**src/rtl/ssd_scan_driver.sv**
```systemverilog
// Time-multiplexed common-anode seven-segment driver with guard blanking,
// leading-zero suppression, per-digit blink and decimal points.
module ssd_scan_driver #(
  parameter int unsigned DIGITS      = 4,
  parameter int unsigned REFRESH_DIV = 100000,
  parameter int unsigned GUARD       = 16,
  parameter int unsigned BLINK_DIV   = 250
) (
  input  logic                                           clk,
  input  logic                                           rst,
  input  logic [4*DIGITS-1:0]                            value,
  input  logic [DIGITS-1:0]                              dp,
  input  logic                                           load,
  input  logic                                           lz_en,
  input  logic [DIGITS-1:0]                              blink_en,
  input  logic                                           enable,
  output logic [6:0]                                     seg,
  output logic                                           dp_n,
  output logic [DIGITS-1:0]                              an,
  output logic [$clog2((DIGITS > 1) ? DIGITS : 2)-1:0]  digit_idx,
  output logic                                           scan_tick
);

  localparam int unsigned IW = $clog2((DIGITS > 1) ? DIGITS : 2);
  localparam int unsigned CW = (REFRESH_DIV > 1) ? $clog2(REFRESH_DIV) : 1;
  localparam int unsigned BW = (BLINK_DIV > 1) ? $clog2(BLINK_DIV) : 1;
  localparam int unsigned VW = 4 * DIGITS;

  logic [VW-1:0]     sh_value;
  logic [DIGITS-1:0] sh_dp;
  logic [CW-1:0]     cnt;
  logic [BW-1:0]     blink_cnt;
  logic              blink_phase;

  logic              cnt_wrap;
  logic              idx_wrap;
  logic              blink_wrap;
  logic              all_zero;
  logic [DIGITS-1:0] lz_zero;
  logic [DIGITS-1:0] an_sel;
  logic [3:0]        cur_nib;
  logic              cur_dp;
  logic              cur_blink;
  logic              cur_lz;
  logic              dark;

  function automatic logic [6:0] decode(input logic [3:0] nib);
    logic [6:0] g;
    case (nib)
      4'h0: g = 7'b1000000;
      4'h1: g = 7'b1111001;
      4'h2: g = 7'b0100100;
      4'h3: g = 7'b0110000;
      4'h4: g = 7'b0011001;
      4'h5: g = 7'b0010010;
      4'h6: g = 7'b0000010;
      4'h7: g = 7'b1111000;
      4'h8: g = 7'b0000000;
      4'h9: g = 7'b0010000;
      4'hA: g = 7'b0001000;
      4'hB: g = 7'b0000011;
      4'hC: g = 7'b1000110;
      4'hD: g = 7'b0100001;
      4'hE: g = 7'b0000110;
      default: g = 7'b0001110;
    endcase
    return g;
  endfunction

  // Current-digit selection and the blanking decision feeding the output registers.
  always_comb begin
    cnt_wrap   = (cnt == CW'(REFRESH_DIV - 1));
    idx_wrap   = (digit_idx == IW'(DIGITS - 1));
    blink_wrap = (blink_cnt == BW'(BLINK_DIV - 1));
    all_zero   = 1'b1;
    lz_zero    = '0;
    an_sel     = '1;
    cur_nib    = 4'h0;
    cur_dp     = 1'b0;
    cur_blink  = 1'b0;
    cur_lz     = 1'b0;
    // A digit is suppressible when it and every more-significant nibble are zero.
    for (int i = DIGITS - 1; i >= 0; i--) begin
      all_zero   = all_zero & (sh_value[4*i +: 4] == 4'h0);
      lz_zero[i] = all_zero & (i != 0);
    end
    for (int i = 0; i < DIGITS; i++) begin
      if (digit_idx == IW'(i)) begin
        cur_nib   = sh_value[4*i +: 4];
        cur_dp    = sh_dp[i];
        cur_blink = blink_en[i];
        cur_lz    = lz_zero[i];
        an_sel[i] = 1'b0;
      end
    end
    dark = (cnt < CW'(GUARD)) | (cur_blink & blink_phase) | (lz_en & cur_lz);
  end

  always_ff @(posedge clk) begin
    if (rst) begin
      sh_value    <= '0;
      sh_dp       <= '0;
      cnt         <= '0;
      blink_cnt   <= '0;
      blink_phase <= 1'b0;
      digit_idx   <= '0;
      scan_tick   <= 1'b0;
      an          <= '1;
      seg         <= 7'b1111111;
      dp_n        <= 1'b1;
    end else begin
      if (load) begin
        sh_value <= value;
        sh_dp    <= dp;
      end
      scan_tick <= 1'b0;
      if (enable) begin
        if (cnt_wrap) begin
          cnt       <= '0;
          digit_idx <= idx_wrap ? '0 : digit_idx + IW'(1);
          scan_tick <= 1'b1;
          if (blink_wrap) begin
            blink_cnt   <= '0;
            blink_phase <= ~blink_phase;
          end else begin
            blink_cnt <= blink_cnt + BW'(1);
          end
        end else begin
          cnt <= cnt + CW'(1);
        end
      end
      if (!enable || dark) begin
        an   <= '1;
        seg  <= 7'b1111111;
        dp_n <= 1'b1;
      end else begin
        an   <= an_sel;
        seg  <= decode(cur_nib);
        dp_n <= ~cur_dp;
      end
    end
  end

endmodule

```
**config.mk**
```make
export PLATFORM = sky130hd
export DESIGN_NAME = ssd_scan_driver
export DESIGN_NICKNAME = d
export VERILOG_FILES = /design/src/rtl/ssd_scan_driver.sv
export SDC_FILE = /design/constraint.sdc
export NUM_CORES = 1
export LEC_CHECK = 0
export BUFFER_PORTS_ARGS = -buffer_cell sky130_fd_sc_hd__clkbuf_2
export CAP_MARGIN = 0
export CORE_MARGIN = 2
export CORE_UTILIZATION = 51
export CTS_CLUSTER_DIAMETER = 200
export DETAILED_ROUTE_END_ITERATION = 16
export GPL_TIMING_DRIVEN = 0
export MAX_ROUTING_LAYER = met4
export PLACE_DENSITY = 0.77
export SLEW_MARGIN = 20
export SYNTH_ARGS = -nofsm -noshare
export SYNTH_HDL_FRONTEND = slang
export SYNTH_SLANG_ARGS = --single-unit
```
**constraint.sdc**
```tcl
create_clock -name clk -period 2.4 [get_ports clk]
set_input_delay 0.36 -clock clk [delete_from_list [all_inputs] [get_ports clk]]
set_output_delay 0.36 -clock clk [all_outputs]
set_load 0.005 [all_outputs]
```
==> results of run 1 <==
[worst paths after layout]
check,cells after the start,slack (ps),end
worst max register to register,8,80,seg[0]
worst max-delay path,8,80,seg[0]
worst min register to register,2,500,blink_cnt[1]
worst min-delay path,3,260,sh_value[11]
[cell usage in the layout, fill, tap and decap left out, types with 10 or more instances in the layout]
master,Yosys,layout
sky130_fd_sc_hd__clkbuf_8,0,10
sky130_fd_sc_hd__a21oi_1,14,14
sky130_fd_sc_hd__clkbuf_2,2,43
sky130_fd_sc_hd__nor2_1,52,52
sky130_fd_sc_hd__nand3_1,19,19
sky130_fd_sc_hd__dfxtp_1,61,59
sky130_fd_sc_hd__nand2_1,23,23
sky130_fd_sc_hd__o21ai_0,10,10
sky130_fd_sc_hd__clkbuf_1,14,12
sky130_fd_sc_hd__mux2i_1,21,21
sky130_fd_sc_hd__ha_1,13,12
[kinds of logic (layout without fill, tap and decap cells)]
kind of cell	Yosys count	after routing	share of synthesized area
compound gates	48	48	0.1091
buf+inv	28	87	0.03795
simple gates	148	148	0.2553
mux	21	21	0.07244
xor+xnor	16	16	0.04830
flops	61	61	0.4209
fa+ha+maj	13	13	0.05606
[sequential cells by signal, indices dropped and copies added (netlist names)]
name and cells:
blink_phase 1, cnt 17, sh_dp 4, scan_tick 1
dp_n 1, digit_idx 2, sh_value 16, seg 7
an 4, blink_cnt 8
[layer usage]
| layer | GRT usage | up-vias |
|---|---|---|
| li1 | - | 1300 |
| met1 | 0.2741 | 1246 |
| met2 | 0.3773 | 83 |
| met3 | 0.07014 | 12 |
| met4 | 0.08966 | 0 |
| met5 | - | - |
[layout make-up]
class / count / area [sq um] / area share
multi-input combinational: 246 / 1623 / 0.4686
sequential: 61 / 1229 / 0.3548
timing repair buffer: 44 / 230.2 / 0.06647
clock buffer: 13 / 148.9 / 0.04299
buffer: 18 / 95.09 / 0.02746
tap: 72 / 90.09 / 0.02601
inverter: 10 / 37.54 / 0.01084
clock inverter: 2 / 10.01 / 0.002890
[repair_timing]
| item | CTS | global route |
|---|---|---|
| setup endpoints to repair | 12 | 19 |
| setup buffers | 4 | 0 |
| pin swaps | 2 | 2 |
| gates resized for setup | 10 | 20 |
| endpoints found under the hold margin | 0 | 0 |
[power groups by stage]
stage                     Combinational, uW  Sequential (uW)  Clock (uW)
after floorplan                         100             1070           0
after global placement                  139             1080           0
after detailed placement                145             1080           0
after CTS                               153             1060         781
after global routing                    175             1060         830
final                                   158             1050         767
[metrics by stage]
step                      hold slack, ps  utilization  power [uW]  cells  setup WS [ps]
after detailed placement           487.8       0.5810        1223    447         -387.3
final                              256.2       0.6289        1979    466          82.88
after floorplan                    460.2            -        1171    335          27.69
after global routing               260.7       0.6289        2061    466         -10.04
after CTS                          251.1       0.6212        1989    466          20.19
after global placement             472.9       0.5810        1216    447         -313.9
[critical path, cell delays in order (launching register included)]
cell	delay, ps
sky130_fd_sc_hd__dfxtp_4	370
sky130_fd_sc_hd__inv_1	60
sky130_fd_sc_hd__ha_2	200
sky130_fd_sc_hd__buf_4	180
sky130_fd_sc_hd__nand3b_1	200
sky130_fd_sc_hd__a221oi_1	640
sky130_fd_sc_hd__nor2_1	190
sky130_fd_sc_hd__nor3_1	270
sky130_fd_sc_hd__o31ai_1	90
==> metrics.log, run 1 <==
[metrics] top routing layer in use: met4
[metrics] Max Cap Violations: 0
[metrics] drc violations: 0
[metrics] count of pins over their slew limit: 0
[metrics] total non-filler cell area in the finished layout: 0.003463 sq mm
[metrics] P_sw: 478.8 uW
[metrics] total detailed-routing wirelength: 6668 microns
[metrics] WP data arrival: 2540 ps
[metrics] area of the mapped netlist: 0.002902 sq mm
[metrics] met3 wirelength from detailed routing: 379 microns
[metrics] slew of the pin with the lowest slew margin: 729.7 ps
[metrics] EDFF count, synth: 0
[metrics] highest achievable clock rate: 431.6 MHz
[metrics] Detailed Routing Iterations Pass 1: 5
[metrics] post-route setup TNS: 0 ps
[metrics] clock network latency to the later pin of the worst-skew pair: 340 ps
[metrics] global-route wire length before repair: 11230 microns
[metrics] number of fillers in the final layout: 477
[metrics] Cell variety after synth: 39
[metrics] minimum period implied by the final worst setup slack: 2317 ps
[metrics] Post-Synthesis Mean Instance Area: 8.661 sq um
[metrics] TritonCTS clock tree: built
[metrics] number of antenna violations at the first check in global routing: 0
[metrics] Detail Placement HPWL: 4680 microns
[metrics] final setup violation count: 0
[metrics] startpoint of the worst-slack reg-to-reg timing path: digit_idx[1]
[metrics] part of the power in registers: 0.533
[metrics] DR vias: 2641
[metrics] number of buffers between clock root and the deepest sink: 2
[metrics] min-delay src: value[11]
[metrics] Placed Instance Area: 0.003199 sq mm
[metrics] Yosys top cell by area: sky130_fd_sc_hd__dfxtp_1
[metrics] Primary FF master, synth: sky130_fd_sc_hd__dfxtp_1
[metrics] floorplan die area: 0.006308 sq mm
[metrics] crit share post-route: 0.9655
[metrics] final hold violation count: 0
[metrics] most area-consuming cells after synthesis: sky130_fd_sc_hd__dfxtp_1 42%, sky130_fd_sc_hd__mux2i_1 7.2%, sky130_fd_sc_hd__nor2_1 6.7%
[metrics] Total Nets Final: 432
[metrics] synthesized instance count: 335
[metrics] result of the run: complete, no violations
[metrics] CP Class: reg2reg
[metrics] antenna diode instance count: 0
[metrics] share of layout cells above drive strength 1: 0.1980
[metrics] Req. time, crit path: 2620 ps
[metrics] kind of launch point of the worst setup path: register
[metrics] sequential element share of the synthesized area: 0.4209
[metrics] worst min-delay path category: in2reg
[metrics] combinational cell fraction of total power: 0.080
[metrics] CTS clk-pin slew, worst paths: 70 ps
[metrics] number of cell rows: 27
[metrics] Horiz. Die Dim: 79.43 microns
[metrics] area of the core: 0.005507 sq mm
[metrics] number of buffers added to fix hold violations after cts: 0
[metrics] initial standard-cell utilization of the core: 0.5269
[metrics] antenna-violating nets left: 0
[metrics] synth cell count leaders: 61 x sky130_fd_sc_hd__dfxtp_1, 52 x sky130_fd_sc_hd__nor2_1, 23 x sky130_fd_sc_hd__nand2_1
[metrics] internal portion of total power: 1500 uW
[metrics] Area Growth Syn to Fin: 19.36%
[metrics] Pwr Density: 571.4 mW/mm^2
[metrics] Yosys Warn Count: 0
[metrics] clock buffer count from CTS: 9
[metrics] initial DRC count: 117
[metrics] leakage power total: 0.001371 uW
[metrics] worst slew margin relative to its limit: 0.5135
[metrics] Max VDD drop: 288.2 uV
[metrics] number of sinks driven by the clock tree: 61
[metrics] synthesized netlist net count: 377
[metrics] proportion of netlist area held by the largest area contributor: 0.4209
[metrics] kind of end point of the critical path: register
[metrics] vertical die dimension: 79.43 microns
[metrics] H-tree Lvls: 3
[metrics] via-per-instance ratio: 5.667
[metrics] CP Launch Point: digit_idx[1]
[metrics] Remaining Overflow, GRT: 0
[metrics] most common cell in the synthesized netlist: sky130_fd_sc_hd__dfxtp_1
[metrics] routed wire length per instance: 14.31 microns
[metrics] post-synthesis sequential element count: 61
[metrics] buffer type at the clock tree root: sky130_fd_sc_hd__clkbuf_8
[metrics] number of top-level design ports: 44
[metrics] async set or reset register ratio after synthesis: 0
[metrics] vias in the first global route: 2533
[metrics] length of routed met2 wiring: 3254 microns
[metrics] largest net degree at the start of global routing: 11
[metrics] weighted congestion reported at the end of routability-driven placement: 0.8906
[metrics] Port-buffer cells: 40
[metrics] maximum net fanout on the critical path: 10
[metrics] post-route clock skew: 10.42 ps
[metrics] net switching share of the total power: 0.2419
[metrics] portion of total power attributed to the clock network: 0.388
[metrics] gr usage total: 0.2336
[metrics] wire length the detailed router placed on met1: 2923 microns
Note: power is estimated with default switching activity, not from simulation.
==> run 2: changes to the inputs <==
Settings changed: REMOVE_ABC_BUFFERS set to 1.
==> run 2 against run 1 <==
Die area did not move; critical path type unchanged; worst hold slack got worse by 13 ps; clock power rose by 24%; register-to-register slack improved by 90 ps; sequential share of layout area rose by 0.14 points.
==> metrics.log, run 2 (synthesized netlist as in run 1, its figures left out) <==
[metrics] final setup violation count: 0 (unchanged)
[metrics] registers with the most flip-flops: cnt: 17 flops, sh_value: 16 flops, blink_cnt: 8 flops
[metrics] drc violations: 0 (unchanged)
[metrics] Remaining Overflow, GRT: 0 (unchanged)
[metrics] antenna-violating nets left: 0 (unchanged)
[metrics] commonest cells after routing, fill and taps aside: 59 x sky130_fd_sc_hd__dfxtp_1, 52 x sky130_fd_sc_hd__nor2_1, 43 x sky130_fd_sc_hd__clkbuf_2, 22 x sky130_fd_sc_hd__nand2_1, 21 x sky130_fd_sc_hd__mux2i_1
[metrics] worst min-delay path category: in2reg
[metrics] number of buffers between clock root and the deepest sink: 2 (unchanged)
[metrics] vias in the first global route: 2319 (-8.4%)
[metrics] global-route wire length before repair: 10490 microns (-6.6%)
[metrics] Detail Placement HPWL: 4281 microns (-8.5%)
[metrics] result of the run: complete, no violations
[metrics] number of buffers added to fix hold violations after cts: 0 (unchanged)
[metrics] number of stages on the worst hold path: 3 (unchanged)
[metrics] kind of end point of the critical path: register
[metrics] slew of the pin with the lowest slew margin: 728.2 ps (-1.464 ps)
[metrics] Max Cap Violations: 0 (unchanged)
[metrics] worst slew margin relative to its limit: 0.5145 (+0.0009760)
[metrics] floorplan die area: 0.006308 sq mm (unchanged)
[metrics] Area Growth Syn to Fin: 18.89%
[metrics] maximum net fanout on the critical path: 14 (+4)
[metrics] CP Class: reg2reg
[metrics] Placed Instance Area: 0.003139 sq mm (-1.9%)
[metrics] kind of launch point of the worst setup path: register
[metrics] total non-filler cell area in the finished layout: 0.003450 sq mm (-0.40%)
[metrics] TritonCTS clock tree: built
[metrics] Fin Hold WS: 242.7 ps (-13.47 ps)
[metrics] WP data arrival: 2430 ps (-110 ps)
[metrics] clock buffer count from CTS: 9 (unchanged)
[metrics] crit share post-route: 0.9295 (-0.03597)
[metrics] total power of the final layout: 2152 uW (+8.8%)
[metrics] weighted congestion reported at the end of routability-driven placement: 0.8985 (+0.89%)
[metrics] total detailed-routing wirelength: 6361 microns (-4.6%)
[metrics] Detailed Routing Iterations Pass 1: 4 (-1)
[metrics] Stages on worst setup path: 9 (+1)
[metrics] Pwr Density: 623.9 mW/mm^2 (+9.2%)
[metrics] antenna diode instance count: 0 (unchanged)
[metrics] register with the most flip-flops: cnt
[metrics] number of antenna violations at the first check in global routing: 0 (unchanged)
[metrics] highest cell delay on the worst timing path: 400 ps (-240 ps)
[metrics] Max VDD drop: 492.4 uV (+71%)
[metrics] Horiz. Die Dim: 79.43 microns (unchanged)
[metrics] cell count of the worst reg-to-reg path: 9 (+1)
[metrics] Req. time, crit path: 2600 ps (-20 ps)
[metrics] number of top-level design ports: 44 (unchanged)
[metrics] highest-delay cell along the critical path: sky130_fd_sc_hd__dfxtp_4
[metrics] delay-heaviest family, CP: compound AO/OA/AOI/OAI gates
[metrics] Port-buffer cells: 43 (+7.5%)
[metrics] CTS clk-pin slew, worst paths: 70 ps (about the same)
[metrics] routed wire length per instance: 14.14 microns (-1.2%)
[metrics] initial standard-cell utilization of the core: 0.5269 (unchanged)
[metrics] cell breakdown of the critical path: inv_1, ha_4, a211oi_1, a221o_1, inv_1, ha_1, and2_1, a211oi_1, o21ai_0
[metrics] number of sinks driven by the clock tree: 61 (unchanged)
[metrics] Total Nets Final: 415 (-3.9%)
[metrics] commonest non-fill, non-tap cell in the layout: sky130_fd_sc_hd__dfxtp_1
[metrics] area of the core: 0.005507 sq mm (unchanged)
[metrics] via-per-instance ratio: 5.571 (-1.7%)
[metrics] initial DRC count: 144 (+23%)
[metrics] minimum period implied by the final worst setup slack: 2231 ps (-86.33 ps)
[metrics] Layout Utilization: 0.6264 (-0.002499)
[metrics] share of layout cells above drive strength 1: 0.1931 (-0.004848)
[metrics] highest achievable clock rate: 448.3 MHz (+3.9%)
[metrics] DR vias: 2507 (-5.1%)
[metrics] buffer type at the clock tree root: sky130_fd_sc_hd__clkbuf_8
[metrics] largest net degree at the start of global routing: 35 (+24)
[metrics] number of cell rows: 27 (unchanged)
[metrics] clock network latency to the later pin of the worst-skew pair: 350 ps (about the same)
[metrics] final hold violation count: 0 (unchanged)
[metrics] post-route clock skew: 7.483 ps (-2.936 ps)
[metrics] number of buffer and inverter instances along the worst setup path: 2 (unchanged)
[metrics] count of pins over their slew limit: 0 (unchanged)
[metrics] number of flip-flops in the largest register: 17 (unchanged)
[metrics] gr usage total: 0.2207 (-0.01288)
[metrics] vertical die dimension: 79.43 microns (unchanged)
[metrics] H-tree Lvls: 3 (unchanged)
[metrics] leakage power total: 0.001337 uW (-2.5%)
[run 2: cell type report]
cell class / instances / area (sq um)
clock inverters: 3 / 42.54
well taps: 72 / 90.09
multi-input cells: 246 / 1652
flip-flops and latches: 61 / 1229
repair buffers: 45 / 230.2
fillers: 475 / 2057
inverters: 10 / 37.54
clock buffers: 13 / 168.9
[run 2: routing by layer]
layer | wire length (microns) | part of all wire | vias to the layer above | global-route usage
li1 | - | - | 1268 | -
met5 | 0 | 0 | - | -
met3 | 412 | 0.065 | 14 | 0.06561
met1 | 2687 | 0.42 | 1162 | 0.2463
met2 | 3148 | 0.49 | 63 | 0.3655
met4 | 113 | 0.018 | 0 | 0.09828
[run 2: where the power goes]
part	leakage, uW	internal (uW)	switching, uW	total, uW
registers	0.000498	1030	19.0	1050
clock network	0.000106	563	390	952
logic	0.000733	65.8	81.0	147
total	0.00134	1660	490	2150
[run 2: path summary, 6_finish.rpt]
check,from,end,slack [ps]
max,digit_idx[0],seg[3],170
min,dp[1],sh_dp[1],240
max reg2reg,digit_idx[0],seg[3],170
min reg2reg,blink_cnt[1],blink_cnt[1],500
[run 2: metrics by stage]
step                setup slack, ps  setup TNS (ps)  instances
detailed placement           -586.8           -2698        432
floorplan                    -87.44          -87.44        317
global route                 -4.634          -4.634        450
global placement             -520.9           -4075        432
finish                        169.2               0        450
CTS                          -42.05          -42.05        448
[run 2: timing repair]
item                       in CTS  in global routing
cloned                          0                  0
buffers inserted                0                  2
setup endpoints to repair       7                 21
pin swaps                       1                  3
gates resized for setup         6                 11
[run 2: worst reg2reg max path: cells and delay by family (launching register included)]
| kind | cells | cell delay (ps) |
|---|---|---|
| buffers and inverters | 2 | 240 |
| adder cells (fa/ha/maj) | 2 | 440 |
| flip-flops | 1 | 400 |
| AO/OA/AOI/OAI | 4 | 840 |
| AND/OR/NAND/NOR | 1 | 160 |
==> run 3: changes to the inputs <==
Settings changed: CORE_ASPECT_RATIO set to 0.8.
==> run 3 against run 2 <==
Die area is essentially flat; maximum frequency shrank 1.5%; clock power shrank 15%; core utilization is essentially flat; sequential cell count is the same; total power shrank 6.3%; cell count grew 1.8%; sequential power is essentially flat; worst hold slack gained 5.0 ps; critical endpoint unchanged.
==> metrics.log, run 3 (synthesized netlist as in run 1, its figures left out) <==
[metrics] number of fillers in the final layout: 479 (+0.84%)
[metrics] global-route wire length before repair: 10560 microns (+0.66%)
[metrics] final hold violation count: 0 (unchanged)
[metrics] antenna-violating nets left: 0 (unchanged)
[metrics] highest-delay cell along the critical path: sky130_fd_sc_hd__dfxtp_2
[metrics] Stages on worst setup path: 9 (unchanged)
[metrics] largest net degree at the start of global routing: 35 (unchanged)
[metrics] Horiz. Die Dim: 88.33 microns (+11%)
[metrics] initial standard-cell utilization of the core: 0.5309 (+0.003981)
[metrics] worst setup path endpoint: seg[3]
[metrics] vertical die dimension: 71.47 microns (-10%)
[metrics] antenna diode instance count: 0 (unchanged)
[metrics] Max VDD drop: 461.0 uV (-6.4%)
[metrics] Detailed Routing Iterations Pass 1: 5 (+1)
[metrics] Fin Hold WS: 247.7 ps (+4.958 ps)
[metrics] number of buffers between clock root and the deepest sink: 2 (unchanged)
[metrics] buffer type at the clock tree root: sky130_fd_sc_hd__clkbuf_8
[metrics] register with the most flip-flops: cnt
[metrics] Req. time, crit path: 2640 ps (+40 ps)
[metrics] routed wire length per instance: 14.13 microns (about the same)
[metrics] TritonCTS clock tree: built
[metrics] drc violations: 0 (unchanged)
[metrics] commonest non-fill, non-tap cell in the layout: sky130_fd_sc_hd__dfxtp_1
[metrics] H-tree Lvls: 3 (unchanged)
[metrics] floorplan die area: 0.006313 sq mm (about the same)
[metrics] clock buffer count from CTS: 9 (unchanged)
[metrics] cell breakdown of the critical path: inv_1, ha_4, nand3b_1, a221oi_4, inv_1, ha_1, nor2_1, a211oi_1, o21ai_0
[metrics] clock network latency to the later pin of the worst-skew pair: 350 ps (about the same)
[metrics] vias in the first global route: 2300 (-0.82%)
[metrics] highest achievable clock rate: 441.5 MHz (-1.5%)
[metrics] worst min-delay path category: in2reg
[metrics] leakage power total: 0.001326 uW (-0.85%)
[metrics] number of flip-flops in the largest register: 17 (unchanged)
[metrics] Layout Utilization: 0.6266 (about the same)
[metrics] delay-heaviest family, CP: compound AO/OA/AOI/OAI gates
[metrics] number of buffer and inverter instances along the worst setup path: 2 (unchanged)
[metrics] DR vias: 2506 (-0.040%)
[metrics] setup slack of the critical path after layout: 135.2 ps (-34.02 ps)
[metrics] CTS clk-pin slew, worst paths: 60 ps (about the same)
[metrics] initial DRC count: 207 (+44%)
[metrics] reg-to-reg critical path endpoint: seg[3]
[metrics] via-per-instance ratio: 5.472 (-1.8%)
[metrics] length of routed met2 wiring: 2977 microns (-5.4%)
[metrics] CP Launch Point: digit_idx[1]
[metrics] Detail Placement HPWL: 4397 microns (+2.7%)
[metrics] min-delay src: value[4]
[metrics] number of cell rows: 24 (-11%)
[metrics] Total Nets Final: 417 (+0.48%)
[metrics] commonest cells after routing, fill and taps aside: 59 x sky130_fd_sc_hd__dfxtp_1, 52 x sky130_fd_sc_hd__nor2_1, 43 x sky130_fd_sc_hd__clkbuf_2, 22 x sky130_fd_sc_hd__nand2_1, 21 x sky130_fd_sc_hd__mux2i_1
[metrics] Area Growth Syn to Fin: 18.02%
[metrics] Crit path top cell by count: sky130_fd_sc_hd__inv_1
[metrics] worst slew margin relative to its limit: 0.5305 (+0.01602)
[metrics] maximum net fanout on the critical path: 14 (unchanged)
[metrics] final setup violation count: 0 (unchanged)
[metrics] area of the core: 0.005465 sq mm (-0.75%)
[metrics] wire length the detailed router placed on met1: 3098 microns (+15%)
[metrics] setup repair after global routing missed its margin: no
[metrics] Pwr Density: 588.6 mW/mm^2 (-5.7%)
[metrics] Remaining Overflow, GRT: 0 (unchanged)
[metrics] share of layout cells above drive strength 1: 0.1895 (-0.003648)
[metrics] highest cell delay on the worst timing path: 390 ps (about the same)
[metrics] crit share post-route: 0.9437 (+0.01417)
[metrics] number of sinks driven by the clock tree: 61 (unchanged)
[metrics] WP data arrival: 2500 ps (+70 ps)
[metrics] gr usage total: 0.2246 (+0.003817)
[metrics] post-route clock skew: 6.712 ps (-0.7710 ps)
[metrics] minimum period implied by the final worst setup slack: 2265 ps (+34.02 ps)
[metrics] kind of end point of the critical path: register
[metrics] number of antenna violations at the first check in global routing: 0 (unchanged)
[metrics] startpoint of the worst-slack reg-to-reg timing path: digit_idx[1]
[metrics] registers with the most flip-flops: cnt: 17 flops, sh_value: 16 flops, blink_cnt: 8 flops
[metrics] result of the run: complete, no violations
[metrics] slew of the pin with the lowest slew margin: 704.2 ps (-24.03 ps)
[metrics] post-route setup TNS: 0 ps (unchanged)
[metrics] number of top-level design ports: 44 (unchanged)
[metrics] weighted congestion reported at the end of routability-driven placement: 0.8627 (-4.0%)
[metrics] pre-CTS setup slack: -714.9 ps (-128.1 ps)
[metrics] count of pins over their slew limit: 0 (unchanged)
[metrics] total detailed-routing wirelength: 6472 microns (+1.7%)
[metrics] kind of launch point of the worst setup path: register
[metrics] met3 wirelength from detailed routing: 330 microns (-20%)
[metrics] Port-buffer cells: 43 (unchanged)
[metrics] worst setup slack for register-to-register paths: 140 ps (-30 ps)
[metrics] Max Cap Violations: 0 (unchanged)
[metrics] CP Class: reg2reg
[metrics] top routing layer in use: met4
[metrics] cell count of the worst reg-to-reg path: 9 (unchanged)
==> run 3: timing repair <==
action                     in CTS  in global routing
setup endpoints to repair       7                 23
hold buffers                    0                  0
buffers inserted                0                  4
resized for setup               7                  6
pin swaps                       0                  3
gates cloned                    0                  0
==> run 3: through the flow <==
step           total power, uW  cell area, sq um  instances
4_1_cts                   2024              3359        454
2_1_floorplan             1153              2829        317
5_1_grt                   2093              3425        458
6_report                  2016              3425        458
3_5_place_dp              1217              3147        438
3_3_place_gp              1211              3142        438
==> run 3: cell type report <==
type                            instances  area [sq um]  share of cell area
Clock buffer                           15         166.4             0.04859
Clock inverter                          1         5.005            0.001461
Inverter                               10         37.54             0.01096
Multi-Input combinational cell        246          1637              0.4779
Sequential cell                        61          1224              0.3573
Tap cell                               78         97.59             0.02850
Timing Repair Buffer                   47         257.7             0.07526
==> run 3: worst min-delay path by stage <==
stage | to | cells after the start
3_5_place_dp | sh_value[2] | 2
5_1_grt | sh_value[11] | 3
2_1_floorplan | blink_cnt[0] | 1
6_report | sh_value[4] | 3
4_1_cts | sh_value[4] | 3
3_3_place_gp | blink_cnt[1] | 2
==> run 3: where the power goes <==
part	leakage, uW	switching, uW	internal (uW)
combinational	0.000741	81.0	66.5
clock	0.0000877	382	431
sequential	0.000497	18.8	1040
total	0.00133	482	1530
==> run 3: tightest hold or removal path, cell delays in order <==
cell and delay, ps:
sky130_fd_sc_hd__clkbuf_2 80, sky130_fd_sc_hd__mux2i_1 60, sky130_fd_sc_hd__nor2_1 70
==> run 3: metal layers <==
| layer | vias to the layer above | GRT usage |
|---|---|---|
| met3 | 6 | 0.08295 |
| li1 | 1274 | - |
| met2 | 75 | 0.3342 |
| met1 | 1151 | 0.2870 |
| met4 | 0 | 0.06566 |
| met5 | - | - |
